===== src/rtl/wb_write_arbiter.sv =====
// Register-file write port arbiter. The in-order Write stage owns the port
// by default. Results from the long-latency unit wait in a small FIFO and
// drain on idle cycles. A starvation counter forces a one-cycle stall so
// queued results always make progress.
module wb_write_arbiter #(
  parameter int DEPTH        = 2,
  parameter int STARVE_LIMIT = 4
) (
  input  logic        clk,
  input  logic        reset,
  input  logic        wb_regwr,
  input  logic [4:0]  wb_rw,
  input  logic [31:0] wb_busW,
  input  logic [1:0]  wb_fpoint,
  input  logic        lu_valid,
  input  logic [4:0]  lu_rw,
  input  logic [31:0] lu_data,
  input  logic [1:0]  lu_fpoint,
  output logic        lu_ready,
  output logic        regwr,
  output logic [4:0]  rw,
  output logic [31:0] busW,
  output logic [1:0]  fpoint,
  output logic        stall_req
);
  localparam int AW = $clog2(DEPTH);
  localparam int SW = $clog2(STARVE_LIMIT + 1);
  localparam logic [AW:0]   DEPTH_C = (AW+1)'(DEPTH);
  localparam logic [SW-1:0] LIMIT_C = SW'(STARVE_LIMIT);

  typedef struct packed {
    logic        vld;
    logic [4:0]  rw;
    logic [31:0] data;
    logic [1:0]  fpoint;
  } ent_t;

  ent_t            ent_q [DEPTH];
  logic [AW-1:0]   head_q, tail_q;
  logic [AW:0]     count_q;
  logic [SW-1:0]   starve_q;
  logic [DEPTH-1:0] squash;

  logic wbreq, nonempty, has_room, starved, head_gnt, wb_gnt, push;
  ent_t head_ent;

  // Integer r0 writes are not real writes and never claim the port.
  assign wbreq    = wb_regwr && !(wb_fpoint == 2'b00 && wb_rw == 5'd0);
  assign nonempty = (count_q != '0);
  assign has_room = (count_q < DEPTH_C);
  assign starved  = (starve_q == LIMIT_C) && nonempty;
  assign head_gnt = !reset && nonempty && (starved || !wbreq);
  assign wb_gnt   = !reset && wbreq && !starved;
  // Accept is based on registered occupancy only; a full buffer never
  // takes a result even if the head pops this cycle.
  assign push     = lu_valid && has_room;
  assign head_ent = ent_q[head_q];

  assign lu_ready  = reset || has_room;
  assign stall_req = !reset && starved;

  // Per-entry WAW squash: an older queued result to the same register is
  // superseded by the Write stage's in-order write.
  for (genvar i = 0; i < DEPTH; i++) begin : g_sq
    assign squash[i] = wb_gnt && ent_q[i].vld &&
                       (ent_q[i].rw == wb_rw) && (ent_q[i].fpoint == wb_fpoint);
  end

  // Port mux: buffer head when granted, else Write stage, else idle zeros.
  always_comb begin
    regwr  = 1'b0;
    rw     = 5'd0;
    busW   = 32'd0;
    fpoint = 2'b00;
    if (head_gnt) begin
      regwr  = head_ent.vld;
      rw     = head_ent.rw;
      busW   = head_ent.data;
      fpoint = head_ent.fpoint;
    end else if (wb_gnt) begin
      regwr  = 1'b1;
      rw     = wb_rw;
      busW   = wb_busW;
      fpoint = wb_fpoint;
    end
  end

  // Entry storage: push fills the free tail slot (never squashed, it is
  // younger), pop and squash clear valid bits.
  always_ff @(posedge clk) begin
    if (reset) begin
      for (int i = 0; i < DEPTH; i++) ent_q[i].vld <= 1'b0;
    end else begin
      for (int i = 0; i < DEPTH; i++) begin
        if (push && tail_q == AW'(i)) begin
          ent_q[i].vld    <= !(lu_fpoint == 2'b00 && lu_rw == 5'd0);
          ent_q[i].rw     <= lu_rw;
          ent_q[i].data   <= lu_data;
          ent_q[i].fpoint <= lu_fpoint;
        end else if ((head_gnt && head_q == AW'(i)) || squash[i]) begin
          ent_q[i].vld <= 1'b0;
        end
      end
    end
  end

  // FIFO pointers and occupancy; pointers wrap naturally at DEPTH.
  always_ff @(posedge clk) begin
    if (reset) begin
      head_q  <= '0;
      tail_q  <= '0;
      count_q <= '0;
    end else begin
      if (push)     tail_q <= tail_q + 1'b1;
      if (head_gnt) head_q <= head_q + 1'b1;
      case ({push, head_gnt})
        2'b10:   count_q <= count_q + 1'b1;
        2'b01:   count_q <= count_q - 1'b1;
        default: count_q <= count_q;
      endcase
    end
  end

  // Starvation counter: counts blocked cycles while work is queued,
  // saturating; any head grant or an empty buffer clears it.
  always_ff @(posedge clk) begin
    if (reset || !nonempty || head_gnt) starve_q <= '0;
    else if (starve_q != LIMIT_C)       starve_q <= starve_q + 1'b1;
  end
endmodule


===== config.mk =====
export PLATFORM = sky130hd
export DESIGN_NAME = wb_write_arbiter
export DESIGN_NICKNAME = d
export VERILOG_FILES = /design/src/rtl/wb_write_arbiter.sv
export SDC_FILE = /design/constraint.sdc
export NUM_CORES = 1
export LEC_CHECK = 0
export CORE_MARGIN = 2
export CORE_UTILIZATION = 45
export CTS_BUF_LIST = sky130_fd_sc_hd__clkbuf_2 sky130_fd_sc_hd__clkbuf_4 sky130_fd_sc_hd__clkbuf_8
export CTS_CLUSTER_DIAMETER = 120
export DETAILED_ROUTE_END_ITERATION = 8
export GPL_ROUTABILITY_DRIVEN = 0
export PLACE_DENSITY = 0.83
export SLEW_MARGIN = 20
export SYNTH_ARGS = -nofsm -noshare
export SYNTH_HDL_FRONTEND = slang
export SYNTH_SLANG_ARGS = --single-unit
export TNS_END_PERCENT = 1

===== constraint.sdc =====
create_clock -name clk -period 3.9 [get_ports clk]
set_input_delay 0.39 -clock clk [delete_from_list [all_inputs] [get_ports clk]]
set_output_delay 0.39 -clock clk [all_outputs]
set_load 0.005 [all_outputs]

==> impl_metrics.xml <==
<?xml version="1.0" encoding="UTF-8"?>
<metrics>
  <group name="cts">
    <metric name="ctsResizeCount" unit="">0</metric>
    <metric name="cts_sinks" unit="">88</metric>
    <metric name="post_cts_buffers" unit="">0</metric>
    <metric name="clk_pin_slew" unit="ns">0.08</metric>
    <metric name="insertion_delay" unit="ns">0.35</metric>
    <metric name="postCtsHoldBufs" unit="">0</metric>
    <metric name="cts_root_buffer" unit="">clkbuf_8</metric>
    <metric name="htree_num_levels" unit="">3</metric>
    <metric name="cts_max_path_buffers" unit="">2</metric>
    <metric name="cts_tree" unit="">yes</metric>
    <metric name="cts_made_buffers" unit="">9</metric>
  </group>
  <group name="floorplan">
    <metric name="initial_core_utilization" unit="%">45.7</metric>
    <metric name="ioPinCount" unit="">124</metric>
    <metric name="dieHeight" unit="µm">103</metric>
    <metric name="chipWidth" unit="µm">103</metric>
    <metric name="design.core.area" unit="µm²">9640</metric>
    <metric name="placement_rows" unit="">36</metric>
    <metric name="dieArea" unit="µm²">10600</metric>
  </group>
  <group name="finish">
    <metric name="drive_above_1_share" unit="%">7.02</metric>
    <metric name="final_net_count" unit="">552</metric>
    <metric name="syn_to_final_growth" unit="%">35.8</metric>
    <metric name="n_fill_cell" unit="">778</metric>
    <metric name="multiInputGateArea" unit="µm²">1730</metric>
    <metric name="diodes" unit="">0</metric>
    <metric name="final_design_area_no_fill" unit="µm²">5980</metric>
    <metric name="postLayoutCoreUtil" unit="%">62.1</metric>
    <metric name="final-seq-area" unit="µm²">2550</metric>
  </group>
  <group name="place">
    <metric name="buffer_ports.inserted" unit="">123</metric>
    <metric name="dpl-instance-area" unit="µm²">5770</metric>
    <metric name="place_hpwl" unit="µm">7330</metric>
  </group>
  <group name="yosys">
    <metric name="post_synth.cell_area_avg" unit="µm²">12.6</metric>
    <metric name="synth_async_sr_flop_share" unit="%">0</metric>
    <metric name="netlist_instances" unit="">350</metric>
    <metric name="synth-edff-count" unit="">79</metric>
    <metric name="synth.net_count" unit="">437</metric>
    <metric name="synth-warning-count" unit="">0</metric>
    <metric name="dominantRegCellSynth" unit="">edfxtp_1</metric>
    <metric name="yosys-top-cells-area" unit="">edfxtp_1 (54%), mux2i_1 (9.3%), o2bb2ai_1 (7.8%)</metric>
    <metric name="number_of_synthesized_register_bits" unit="">88</metric>
    <metric name="synthDominantCellAreaShare" unit="%">53.8</metric>
    <metric name="mappedNetlistArea" unit="µm²">4410</metric>
    <metric name="cell_types_with_the_highest_counts_after_synthesis" unit="">edfxtp_1 (79), a21oi_1 (42), mux2i_1 (41), nand2b_1 (41), o2bb2ai_1 (39)</metric>
    <metric name="synth_seq_area_share" unit="%">57.9</metric>
    <metric name="yosysUniqueCellTypes" unit="">34</metric>
    <metric name="synth.largest_area_cell" unit="">edfxtp_1</metric>
    <metric name="synth.most_common_cell" unit="">edfxtp_1</metric>
  </group>
  <group name="global_route">
    <metric name="grt.met2_usage" unit="%">34.9</metric>
    <metric name="grt.total_usage" unit="%">19.7</metric>
    <metric name="gr-usage-met1" unit="%">24.6</metric>
    <metric name="remaining_overflow_grt" unit="">0</metric>
    <metric name="first_pass_grt_wire_length" unit="µm">15900</metric>
    <metric name="globalRouteMet3Util" unit="%">2.51</metric>
    <metric name="via_count_of_the_first_global_routing_pass" unit="">3238</metric>
    <metric name="antenna_found_initial" unit="">0</metric>
    <metric name="pin_count_of_the_biggest_net_entering_global_routing" unit="">48</metric>
    <metric name="layer_carrying_the_most_global_route_usage" unit="">met2</metric>
  </group>
  <group name="timing">
    <metric name="timing_hold_violations_final" unit="">0</metric>
    <metric name="whs" unit="ns">0.549</metric>
    <metric name="period_needed" unit="ns">3.18</metric>
    <metric name="slew_headroom" unit="%">33.5</metric>
    <metric name="max_slew.worst_pin.slew" unit="ns">0.997</metric>
    <metric name="timing_max_transition_violations_final" unit="">0</metric>
    <metric name="setup_viol_count_final" unit="">0</metric>
    <metric name="timing.fmax" unit="MHz">315</metric>
    <metric name="finalCritPeriodShare" unit="%">81.5</metric>
    <metric name="fin_worst_skew" unit="ns">0.0124</metric>
    <metric name="rsz0062_at_grt" unit="">false</metric>
  </group>
  <group name="worst_setup_path">
    <metric name="worst-path-max-fanout" unit="">27</metric>
    <metric name="worst_setup_path_endpoint" unit="">fpoint[0]</metric>
    <metric name="worst_flop_to_flop_path_startpoint" unit="">starve_q[0]</metric>
    <metric name="start_point_of_the_critical_path" unit="">wb_rw[1]</metric>
    <metric name="arrival" unit="ns">2.79</metric>
    <metric name="cp-end-kind" unit="">output port</metric>
    <metric name="r2r_setup_slack" unit="ns">1.06</metric>
    <metric name="criticalPathCategory" unit="">primary input to output port</metric>
    <metric name="r2r_end" unit="">ent_q[0][15]</metric>
    <metric name="endpoint_required_time_on_the_critical_path" unit="ns">3.51</metric>
    <metric name="timing.reg2reg.worst_path_depth" unit="">11</metric>
    <metric name="critPathLaunchType" unit="">primary input</metric>
  </group>
  <group name="detailed_routing">
    <metric name="detail_route.iter0.violations" unit="">126</metric>
    <metric name="postRouteAntennaNets" unit="">0</metric>
    <metric name="vias" unit="">3218</metric>
    <metric name="post_drt_wl_per_cell" unit="µm">17.5</metric>
    <metric name="drt_pre_antenna_iters" unit="">4</metric>
    <metric name="routed_wl" unit="µm">10600</metric>
    <metric name="route.detailed.drc" unit="">0</metric>
    <metric name="route.detailed.vias_per_inst" unit="">5.34</metric>
  </group>
  <group name="power">
    <metric name="leakage_power" unit="nW">1.94</metric>
    <metric name="ir_drop" unit="V">0.000171</metric>
    <metric name="powerDensity" unit="nW/µm²">409</metric>
  </group>
  <group name="run_status">
    <metric name="status" unit="">complete, no violations</metric>
  </group>
  <group name="flow_run">
    <metric name="maxCapViolCount" unit="">0</metric>
  </group>
  <group name="hold_path">
    <metric name="worst_min_delay_path_category" unit="">flip-flop to flip-flop</metric>
  </group>
</metrics>
cell usage in the layout, fill, tap and decap left out, types with 3 or more instances in the layout:
master	Yosys	routed
nor2_1	9	9
nand2b_1	41	40
nand2_1	4	4
nor3_1	7	5
o2bb2ai_1	39	39
dfxtp_1	9	8
xnor2_1	7	7
a21oi_1	42	42
xor2_1	11	11
clkdlybuf4s50_1	0	123
clkbuf_8	0	9
edfxtp_1	79	79
buf_4	0	9
ha_1	5	5
mux2i_1	41	41
nor4_1	3	3
inv_1	5	5
per-stage QoR:
step | power [mW] | TNS (ns) | setup slack [ns] | cells
floorplan | 1.51 | -6.91 | -0.0886 | 350
global placement | 1.77 | 0 | 0.782 | 587
detailed placement | 1.79 | 0 | 0.704 | 587
CTS | 2.46 | 0 | 0.738 | 603
global route | 2.55 | 0 | 0.628 | 603
finish | 2.45 | 0 | 0.723 | 603
cell type report:
| type | count | share of cell area [%] |
|---|---|---|
| clock inverters | 6 | 1.40 |
| clock buffers | 10 | 2.20 |
| well taps | 133 | 2.78 |
| repair buffers | 132 | 21.7 |
| inverters | 5 | 0.314 |
| flip-flops and latches | 88 | 42.7 |
| multi-input cells | 229 | 28.9 |
kinds of logic after synthesis:
kind of cell               Yosys count  share of synthesized area (%)
DFF                                 88                           57.9
AOI/OAI and AO/OA                   94                           15.0
xor gates and xnor gates            18                           3.58
muxes                               41                           9.31
adders and majority gates            5                           1.42
buffers and inverters               33                           3.35
and+or+nand+nor                     71                           9.37
state kept, by name, summed over array words and instances, names as in the netlist, named ones only:
| signal | count |
|---|---|
| ent_q | 80 |
| starve_q | 3 |
| count_q | 2 |
| head_q | 1 |
| tail_q | 1 |
worst max-delay path, cell delays in order:
cell	delay, ns
clkdlybuf4s50_1	0.49
or4_4	0.59
o211ai_2	0.23
nand2_1	0.11
buf_4	0.24
o2bb2ai_1	0.21
clkdlybuf4s50_1	0.53
how the worst min path moves through the flow:
stage,from,slack [ns],depth (start not counted),endpoint
4_1_cts,count_q[1],0.54,2,count_q[1]
3_3_place_gp,count_q[1],0.50,2,count_q[1]
3_5_place_dp,count_q[1],0.53,2,count_q[1]
5_1_grt,starve_q[1],0.58,2,starve_q[1]
6_report,count_q[1],0.55,2,count_q[1]
2_1_floorplan,count_q[1],0.48,2,count_q[1]
per-layer routing:
metal  share of wire [%]  vias up
met2                  53      109
met5                   0        -
met1                  40     1547
met4                 1.8        0
met3                 5.1       14
li1                    -     1548
where the power goes:
group / total [mW] / internal (mW) / switching, mW / leakage, nW
Sequential: 1.17 / 1.13 / 0.0481 / 0.810
Combinational: 0.594 / 0.297 / 0.297 / 1.03
Clock: 0.679 / 0.365 / 0.314 / 0.103
Total: 2.45 / 1.79 / 0.659 / 1.94
Power figures use the tool's default switching activity.
